**config.mk**
```make
export PLATFORM = sky130hd
export DESIGN_NAME = uart_tx_serializer
export DESIGN_NICKNAME = d
export VERILOG_FILES = /design/src/rtl/uart_tx_serializer.sv
export SDC_FILE = /design/constraint.sdc
export NUM_CORES = 1
export LEC_CHECK = 0
export CORE_MARGIN = 2
export CORE_UTILIZATION = 55
export DETAILED_ROUTE_END_ITERATION = 8
export GPL_TIMING_DRIVEN = 0
export HOLD_SLACK_MARGIN = 0.06
export PLACE_DENSITY_LB_ADDON = 0.2
export SKIP_CTS_REPAIR_TIMING = 1
export SYNTH_ARGS = -nofsm -noshare
export SYNTH_HDL_FRONTEND = slang
export SYNTH_SLANG_ARGS = --single-unit
```
**constraint.sdc**
```tcl
create_clock -name clk -period 5.9 [get_ports clk]
set_clock_uncertainty 0.15 [all_clocks]
set_input_delay 1.475 -clock clk [delete_from_list [all_inputs] [get_ports clk]]
set_output_delay 1.475 -clock clk [all_outputs]
set_load 0.1 [all_outputs]
```
**src/rtl/uart_tx_serializer.sv**
```systemverilog
// rtl/uart_tx_serializer.sv - 8N1 UART transmitter fed by the register-dump FIFO
// tx_done_tick doubles as the FIFO read strobe, so consecutive bytes go out back-to-back.
module uart_tx_serializer #(
  parameter int DBIT       = 8,
  parameter int BAUD_DIV   = 163,
  parameter int OS_TICKS   = 16,
  parameter int STOP_TICKS = 16
) (
  input  logic            clk,
  input  logic            reset,
  input  logic            tx_start,
  input  logic [DBIT-1:0] din,
  output logic            tx,
  output logic            busy,
  output logic            tx_done_tick
);

  localparam int TICK_MAX = (OS_TICKS > STOP_TICKS) ? OS_TICKS : STOP_TICKS;
  localparam int DIV_W    = (BAUD_DIV > 1) ? $clog2(BAUD_DIV) : 1;
  localparam int TCK_W    = (TICK_MAX > 1) ? $clog2(TICK_MAX) : 1;
  localparam int BIT_W    = (DBIT > 1) ? $clog2(DBIT) : 1;

  localparam logic [DIV_W-1:0] DIV_LAST  = DIV_W'(BAUD_DIV - 1);
  localparam logic [TCK_W-1:0] OS_LAST   = TCK_W'(OS_TICKS - 1);
  localparam logic [TCK_W-1:0] STOP_LAST = TCK_W'(STOP_TICKS - 1);
  localparam logic [BIT_W-1:0] BIT_LAST  = BIT_W'(DBIT - 1);

  typedef enum logic [1:0] {IDLE, START, DATA, STOP} state_e;

  state_e            state_q;
  logic [DIV_W-1:0]  div_q;
  logic [TCK_W-1:0]  tick_q;
  logic [BIT_W-1:0]  bit_q;
  logic [DBIT-1:0]   shift_q;
  logic              tx_q;
  logic              busy_q;
  logic              done_q;
  logic              s_tick;

  assign s_tick       = (div_q == DIV_LAST);
  assign tx           = tx_q;
  assign busy         = busy_q;
  assign tx_done_tick = done_q;

  always_ff @(posedge clk) begin
    if (reset) begin
      state_q <= IDLE;
      div_q   <= '0;
      tick_q  <= '0;
      bit_q   <= '0;
      shift_q <= '0;
      tx_q    <= 1'b1;
      busy_q  <= 1'b0;
      done_q  <= 1'b0;
    end else begin
      done_q <= 1'b0;
      // Divider is pinned to zero while idle so each frame is phase-aligned to its accept edge.
      if (state_q == IDLE) begin
        div_q <= '0;
      end else begin
        div_q <= s_tick ? '0 : div_q + 1'b1;
      end

      case (state_q)
        IDLE: begin
          tx_q <= 1'b1;
          if (tx_start) begin
            shift_q <= din;
            tx_q    <= 1'b0;
            tick_q  <= '0;
            bit_q   <= '0;
            busy_q  <= 1'b1;
            state_q <= START;
          end
        end
        START: begin
          if (s_tick) begin
            if (tick_q == OS_LAST) begin
              tick_q  <= '0;
              bit_q   <= '0;
              tx_q    <= shift_q[0];
              state_q <= DATA;
            end else begin
              tick_q <= tick_q + 1'b1;
            end
          end
        end
        DATA: begin
          if (s_tick) begin
            if (tick_q == OS_LAST) begin
              tick_q <= '0;
              if (bit_q == BIT_LAST) begin
                tx_q    <= 1'b1;
                state_q <= STOP;
              end else begin
                shift_q <= shift_q >> 1;
                tx_q    <= shift_q[1];
                bit_q   <= bit_q + 1'b1;
              end
            end else begin
              tick_q <= tick_q + 1'b1;
            end
          end
        end
        STOP: begin
          if (s_tick) begin
            if (tick_q == STOP_LAST) begin
              tick_q  <= '0;
              busy_q  <= 1'b0;
              done_q  <= 1'b1;
              state_q <= IDLE;
            end else begin
              tick_q <= tick_q + 1'b1;
            end
          end
        end
        default: begin
          tx_q    <= 1'b1;
          busy_q  <= 1'b0;
          state_q <= IDLE;
        end
      endcase
    end
  end

endmodule

```
==> results of run 1 <==
## flip-flops by register name (all words and copies together), names as in the netlist
register      cells
shift_q           8
div_q             8
tx                1
state_q           2
tick_q            4
busy              1
bit_q             3
tx_done_tick      1
## metal layers
metal  routed length, um  global-route usage
met2                1490               0.346
met5                   0                   0
met4                  18              0.0612
met1                1420               0.287
met3                 160              0.0253
## power breakdown
part / leakage [uW] / internal [uW] / switching [uW]
logic: 0.000420 / 144 / 199
clock network: 0.0000210 / 37.8 / 57.7
registers: 0.000228 / 228 / 32.9
total: 0.000669 / 409 / 290
## layout make-up
cell class / count / area [um^2]
multi-input combinational: 126 / 898
fill: 208 / 817
inverter: 6 / 22.5
clock buffer: 4 / 36.3
timing repair buffer: 13 / 130
tap: 30 / 37.5
sequential: 28 / 561
buffer: 5 / 20.0
## cell families after synthesis
family,after synthesis,synth area share
AOI/OAI and AO/OA,43,0.219
muxes,5,0.0342
adders and majority gates,10,0.0833
and+or+nand+nor,62,0.227
xor gates and xnor gates,6,0.0350
DFF,28,0.373
buffers and inverters,11,0.0283
## worst min-delay path by stage
stage                                      from               endpoint  slack [ns]  depth (start not counted)
after floorplan           bit_q[1]$_SDFFE_PP0P_  bit_q[1]$_SDFFE_PP0P_        0.29                          2
after global placement    bit_q[1]$_SDFFE_PP0P_  bit_q[1]$_SDFFE_PP0P_        0.30                          2
after detailed placement  bit_q[1]$_SDFFE_PP0P_  bit_q[1]$_SDFFE_PP0P_        0.31                          2
after CTS                 bit_q[1]$_SDFFE_PP0P_  bit_q[1]$_SDFFE_PP0P_        0.33                          2
after global routing      bit_q[1]$_SDFFE_PP0P_  bit_q[1]$_SDFFE_PP0P_        0.34                          2
final                     bit_q[1]$_SDFFE_PP0P_  bit_q[1]$_SDFFE_PP0P_        0.33                          2
## layout by cell type (no fill, tap or decap), drive strengths merged, types with 5 or more instances in the layout
master	Yosys	layout
nand3	11	11
o21ai	7	7
o22ai	6	6
ha	10	10
inv	6	6
clkdlybuf4s50	0	13
a21oi	10	10
nor2	21	21
xor2	5	5
dfxtp	28	28
clkbuf	3	7
o221a	6	6
nand2	6	6
## stage by stage
step                       util  total power, uW  worst slack (ns)  instance area, um^2  instances
after floorplan               -              530              3.28                 1500        165
after global placement    0.662              591              2.53                 1670        208
after detailed placement  0.662              604              2.48                 1670        208
after CTS                 0.676              697              2.42                 1710        212
after global routing      0.676              748              2.38                 1710        212
final                     0.676              699              2.42                 1710        212
==> impl_metrics.py, run 1 <==
metrics = {
    "clocking": {
        "cts_tree": "done",
        "clk_latency_ns": 0.33,
        "root_buffer": "clkbuf_4",
        "clockBufferDepth": 2,
        "clock-sinks": 28,
        "cts_made_buffers": 3,
        "h-tree-depth": 1,
        "clk_pin_slew_ns": 0.16,
    },
    "finish": {
        "syn_to_final_growth_pct": 13.6,
        "antenna-diode-count": 0,
        "drive_gt1_frac": 0.0934,
        "nNetsFinal": 204,
    },
    "power": {
        "vdd_drop_max_mv": 0.317,
        "leakage_uw": 0.000669,
        "p_per_area_nw_per_um2": 410,
    },
    "critical_path": {
        "cp_num_buf_inv": 1,
        "worstPathRequired_ns": 4.28,
        "r2r-start": "state_q[0]$_SDFFE_PP0P_",
        "slowest_stage": "clkdlybuf4s50_1",
        "cp_cell_sequence": "clkdlybuf4s50_1",
        "cp.arrival_ns": 1.85,
        "cp.depth": 1,
        "worstSetupEndpoint": "busy",
        "reg2regPathDepth": 7,
        "reg2reg_slack_ns": 3.62,
        "cp_max_fo": 3,
        "crit-reg2reg-capture": "bit_q[0]$_SDFFE_PP0P_",
        "cpPeakStageDelay_ns": 1.14,
        "startpoint_type": "register",
        "cp_top_family": "buffers and inverters",
        "timing.critical_path.from": "busy$_SDFFE_PP0P_",
        "crit_type": "reg -> out",
        "cp-end-kind": "output port",
    },
    "placed_design": {
        "dpl.hpwl_um": 2320,
        "gp_congestion": 0.831,
        "io_buffers": 13,
    },
    "global_routing": {
        "grt_pass1_vias": 1180,
        "grt_usage": 0.209,
        "grt_pass1_wl_um": 5430,
        "grt_overflow": 0,
        "antenna_found_initial": 0,
        "grt_max_degree": 16,
    },
    "synth": {
        "syn_area_um2": 1500,
        "yosysMostFrequentCell": "dfxtp_1",
        "yosys_register_bits": 28,
        "synthFlopType": "dfxtp_1",
        "synth_fp_nets": 186,
        "yosys-top-cells-count": "28 x dfxtp_1, 21 x nor2_1, 11 x nand3_1, 10 x ha_1, 9 x a21oi_1",
        "synth_top_area_share": 0.373,
        "ys_warn_count": 0,
        "ys_top_cells_by_area": "dfxtp_1 37%, ha_1 8.3%, nor2_1 5.2%",
        "synth_cells": 165,
        "synth.distinct_cells": 42,
        "async_flop_share": 0,
        "postSynthAreaPerCell_um2": 9.10,
        "yosys.area.top_type": "dfxtp_1",
        "ys_seq_area_frac": 0.373,
        "synth-edff-count": 0,
    },
    "sta": {
        "drv_slew": 0,
        "setup_viol": 0,
        "slew_headroom": 0.359,
        "fmax_mhz": 288,
        "rsz0062_at_grt": "no",
        "hold_ws_ns": 0.328,
        "fin_crit_sh": 0.589,
        "min_period_ns": 3.48,
        "finalHoldViolCount": 0,
        "worst_pin_slew_ns": 0.959,
        "finalSetupTns_ns": 0,
    },
    "detailed_routing": {
        "dr.pass1.iters": 4,
        "remaining_drc_errors": 0,
        "vias_per_cell": 6.11,
        "vias": 1295,
        "drt-initial-drc-count": 48,
        "wl_per_cell_um": 14.6,
        "wirelength_um": 3090,
        "antenna_left": 0,
    },
    "job": {
        "drv_cap": 0,
    },
    "die": {
        "rows": 18,
        "die_area_um2": 3160,
        "start_util": 0.595,
        "fp.coreArea_um2": 2520,
        "boundaryPins": 14,
        "die_y_um": 56.3,
        "dieWidth_um": 56.3,
    },
    "run_status": {
        "status": "finished, final reports clean",
    },
    "hold_path": {
        "hp-class": "reg -> reg",
    },
}
No activity file was read; power rests on OpenSTA's default activity.
==> run 2: changes to the inputs <==
==> constraint.sdc (replaced) <==
create_clock -name clk -period 3.2 [get_ports clk]
set_clock_uncertainty 0.15 [all_clocks]
set_input_delay 0.8 -clock clk [delete_from_list [all_inputs] [get_ports clk]]
set_output_delay 0.8 -clock clk [all_outputs]
set_load 0.1 [all_outputs]
==> results of run 2 <==
Same layout as run 1 (identical final DEF). Status: finished, final reports clean.
Main changes from that run: setup slack after placement 2.48 ns -> 0.450 ns; setup slack after layout 2.42 ns -> 0.398 ns; register-to-register setup slack 3.62 ns -> 0.92 ns; total power 699 uW -> 1290 uW; worst IR drop on VDD 0.317 mV -> 0.584 mV
==> variant, RTL diff (settings of run 2) <==
Re-encode `state_e` (4 states) as one-hot, 4 bits wide.
--- a/src/rtl/uart_tx_serializer.sv
+++ b/src/rtl/uart_tx_serializer.sv
@@ -27,3 +27,3 @@
 
-  typedef enum logic [1:0] {IDLE, START, DATA, STOP} state_e;
+  typedef enum logic [3:0] {IDLE = 4'b0001, START = 4'b0010, DATA = 4'b0100, STOP = 4'b1000} state_e;
 
Function: same outputs for any inputs over 10 cycles, from zero or initial values and one cycle with reset high; not proved beyond that.
==> variant against run 2 <==
Routed wire length up 9.3%. Largest cell class unchanged. Critical path type unchanged. Register-to-register slack improved by 110 ps. Area after synthesis increased by 11%. Count of clock-buffer cells in the layout is 3 higher. Sequential cell count is 2 higher. Design area rose by 12%. Setup slack gained 33 ps.
Power is not compared: it rests on default switching activity, and its combinational part moved more than twofold at a synthesized area within 25%.
==> variant: results (changes against run 2) <==
- Result of the run: complete, no violations (unchanged).
- Dominant cells by area after synthesis: sky130_fd_sc_hd__dfxtp_1, sky130_fd_sc_hd__mux2i_1, sky130_fd_sc_hd__ha_1, sky130_fd_sc_hd__a21oi_2, sky130_fd_sc_hd__nand3_1 (was sky130_fd_sc_hd__dfxtp_1, sky130_fd_sc_hd__ha_1, sky130_fd_sc_hd__nor2_1, sky130_fd_sc_hd__o221a_2, sky130_fd_sc_hd__nand3_1).
- The number of buffers added by the clock tree synthesis step is 5 (was 3).
- The synthesized net count is 201 (was 186).
- The data arrival at the endpoint of the critical path is 1820 ps (was 1850 ps).
- The post-placement worst setup slack is 512 ps (was 450 ps).
- The maximum number of pins on one net before global-route repair is 11 (was 16).
- The number of vias after detailed routing is 1481 (was 1295).
- The detailed router's first-iteration violation count is 93 (was 48).
- The fraction of layout cells with a size suffix above 1 is 0.117 (was 0.0934).
- The routed wire length per instance is 14.2 um (was 14.6 um).
- The level count of the clock H-tree is 2 (was 1).
- The final layout net count was 221 (was 204).
- Largest registers: div_q x8, shift_q x8 (was div_q x8, shift_q x8, tick_q x4).
- The via count of the first global-routing pass is 1335 (was 1180).
- The wire length of the first global-routing pass is 5990 um (was 5430 um).
- The leakage power summed over all cells is between 0.0007 and 0.0008 uW.
- The headroom to the max-slew limit is 0.358 (was 0.359).
- The proportion of synthesized chip area in sequential cells was 0.359 (was 0.373).
- The total global routing track utilization is 0.226 (was 0.209).
- The distinct cell type count of the synthesized netlist is 46 (was 42).
- The placed wire-length estimate after detailed placement came to 2470 um (was 2320 um).
- The placer's final routability congestion estimate is 0.927 (was 0.831).
- The clock-pin transition on the worst setup and hold timing paths is 90 ps (was 160 ps).
- The peak fanout along the critical path is 2 (was 3).
## variant: metrics by stage
step | utilization | area, um2 | cells
6_report | 0.639 | 1900 | 238
5_1_grt | 0.639 | 1900 | 238
4_1_cts | 0.639 | 1900 | 238
3_5_place_dp | 0.619 | 1840 | 230
3_3_place_gp | 0.619 | 1840 | 230
2_1_floorplan | - | 1670 | 184
## variant: path summary, 6_finish.rpt
path,slack (ps),startpoint,endpoint,cells after the start
setup / recovery,430,tx,tx,1
hold / removal,320,shift_q[0],shift_q[0],2
setup reg to reg,1030,bit_q[0],shift_q[6],7
hold reg to reg,320,shift_q[0],shift_q[0],2
## variant: cell type report
class                      count  area (um2)
tap                           33        41.3
sequential                    30         601
fill                         257        1070
clock buffer                   7        55.1
multi-input combinational    141        1010
buffer                         9        50.0
clock inverter                 1        5.00
timing repair buffer          13         130
inverter                       4        15.0
## variant: logic make-up (layout without fill, tap and decap cells)
| group | count (synthesis) | after routing | synth area share |
|---|---|---|---|
| AO/OA/AOI/OAI | 45 | 45 | 0.204 |
| XOR/XNOR | 7 | 7 | 0.0367 |
| adder cells (fa/ha/maj) | 6 | 6 | 0.0449 |
| buffers and inverters | 13 | 34 | 0.0389 |
| flip-flops | 30 | 30 | 0.359 |
| multiplexers | 12 | 12 | 0.0719 |
| AND/OR/NAND/NOR | 71 | 71 | 0.245 |
## variant: routing by layer
layer / global-route usage / part of all wire / up-vias
li1: - / - / 725
met1: 0.302 / 0.46 / 710
met2: 0.340 / 0.47 / 38
met3: 0.0655 / 0.044 / 8
met4: 0.0974 / 0.022 / 0
met5: 0 / 0 / -
## variant: power groups by stage
stage / clock network [uW] / logic (uW) / registers, uW
CTS: 242 / 144 / 404
floorplan: 0 / 82.7 / 432
finish: 237 / 145 / 404
global placement: 0 / 141 / 411
global route: 259 / 158 / 407
detailed placement: 0 / 143 / 413
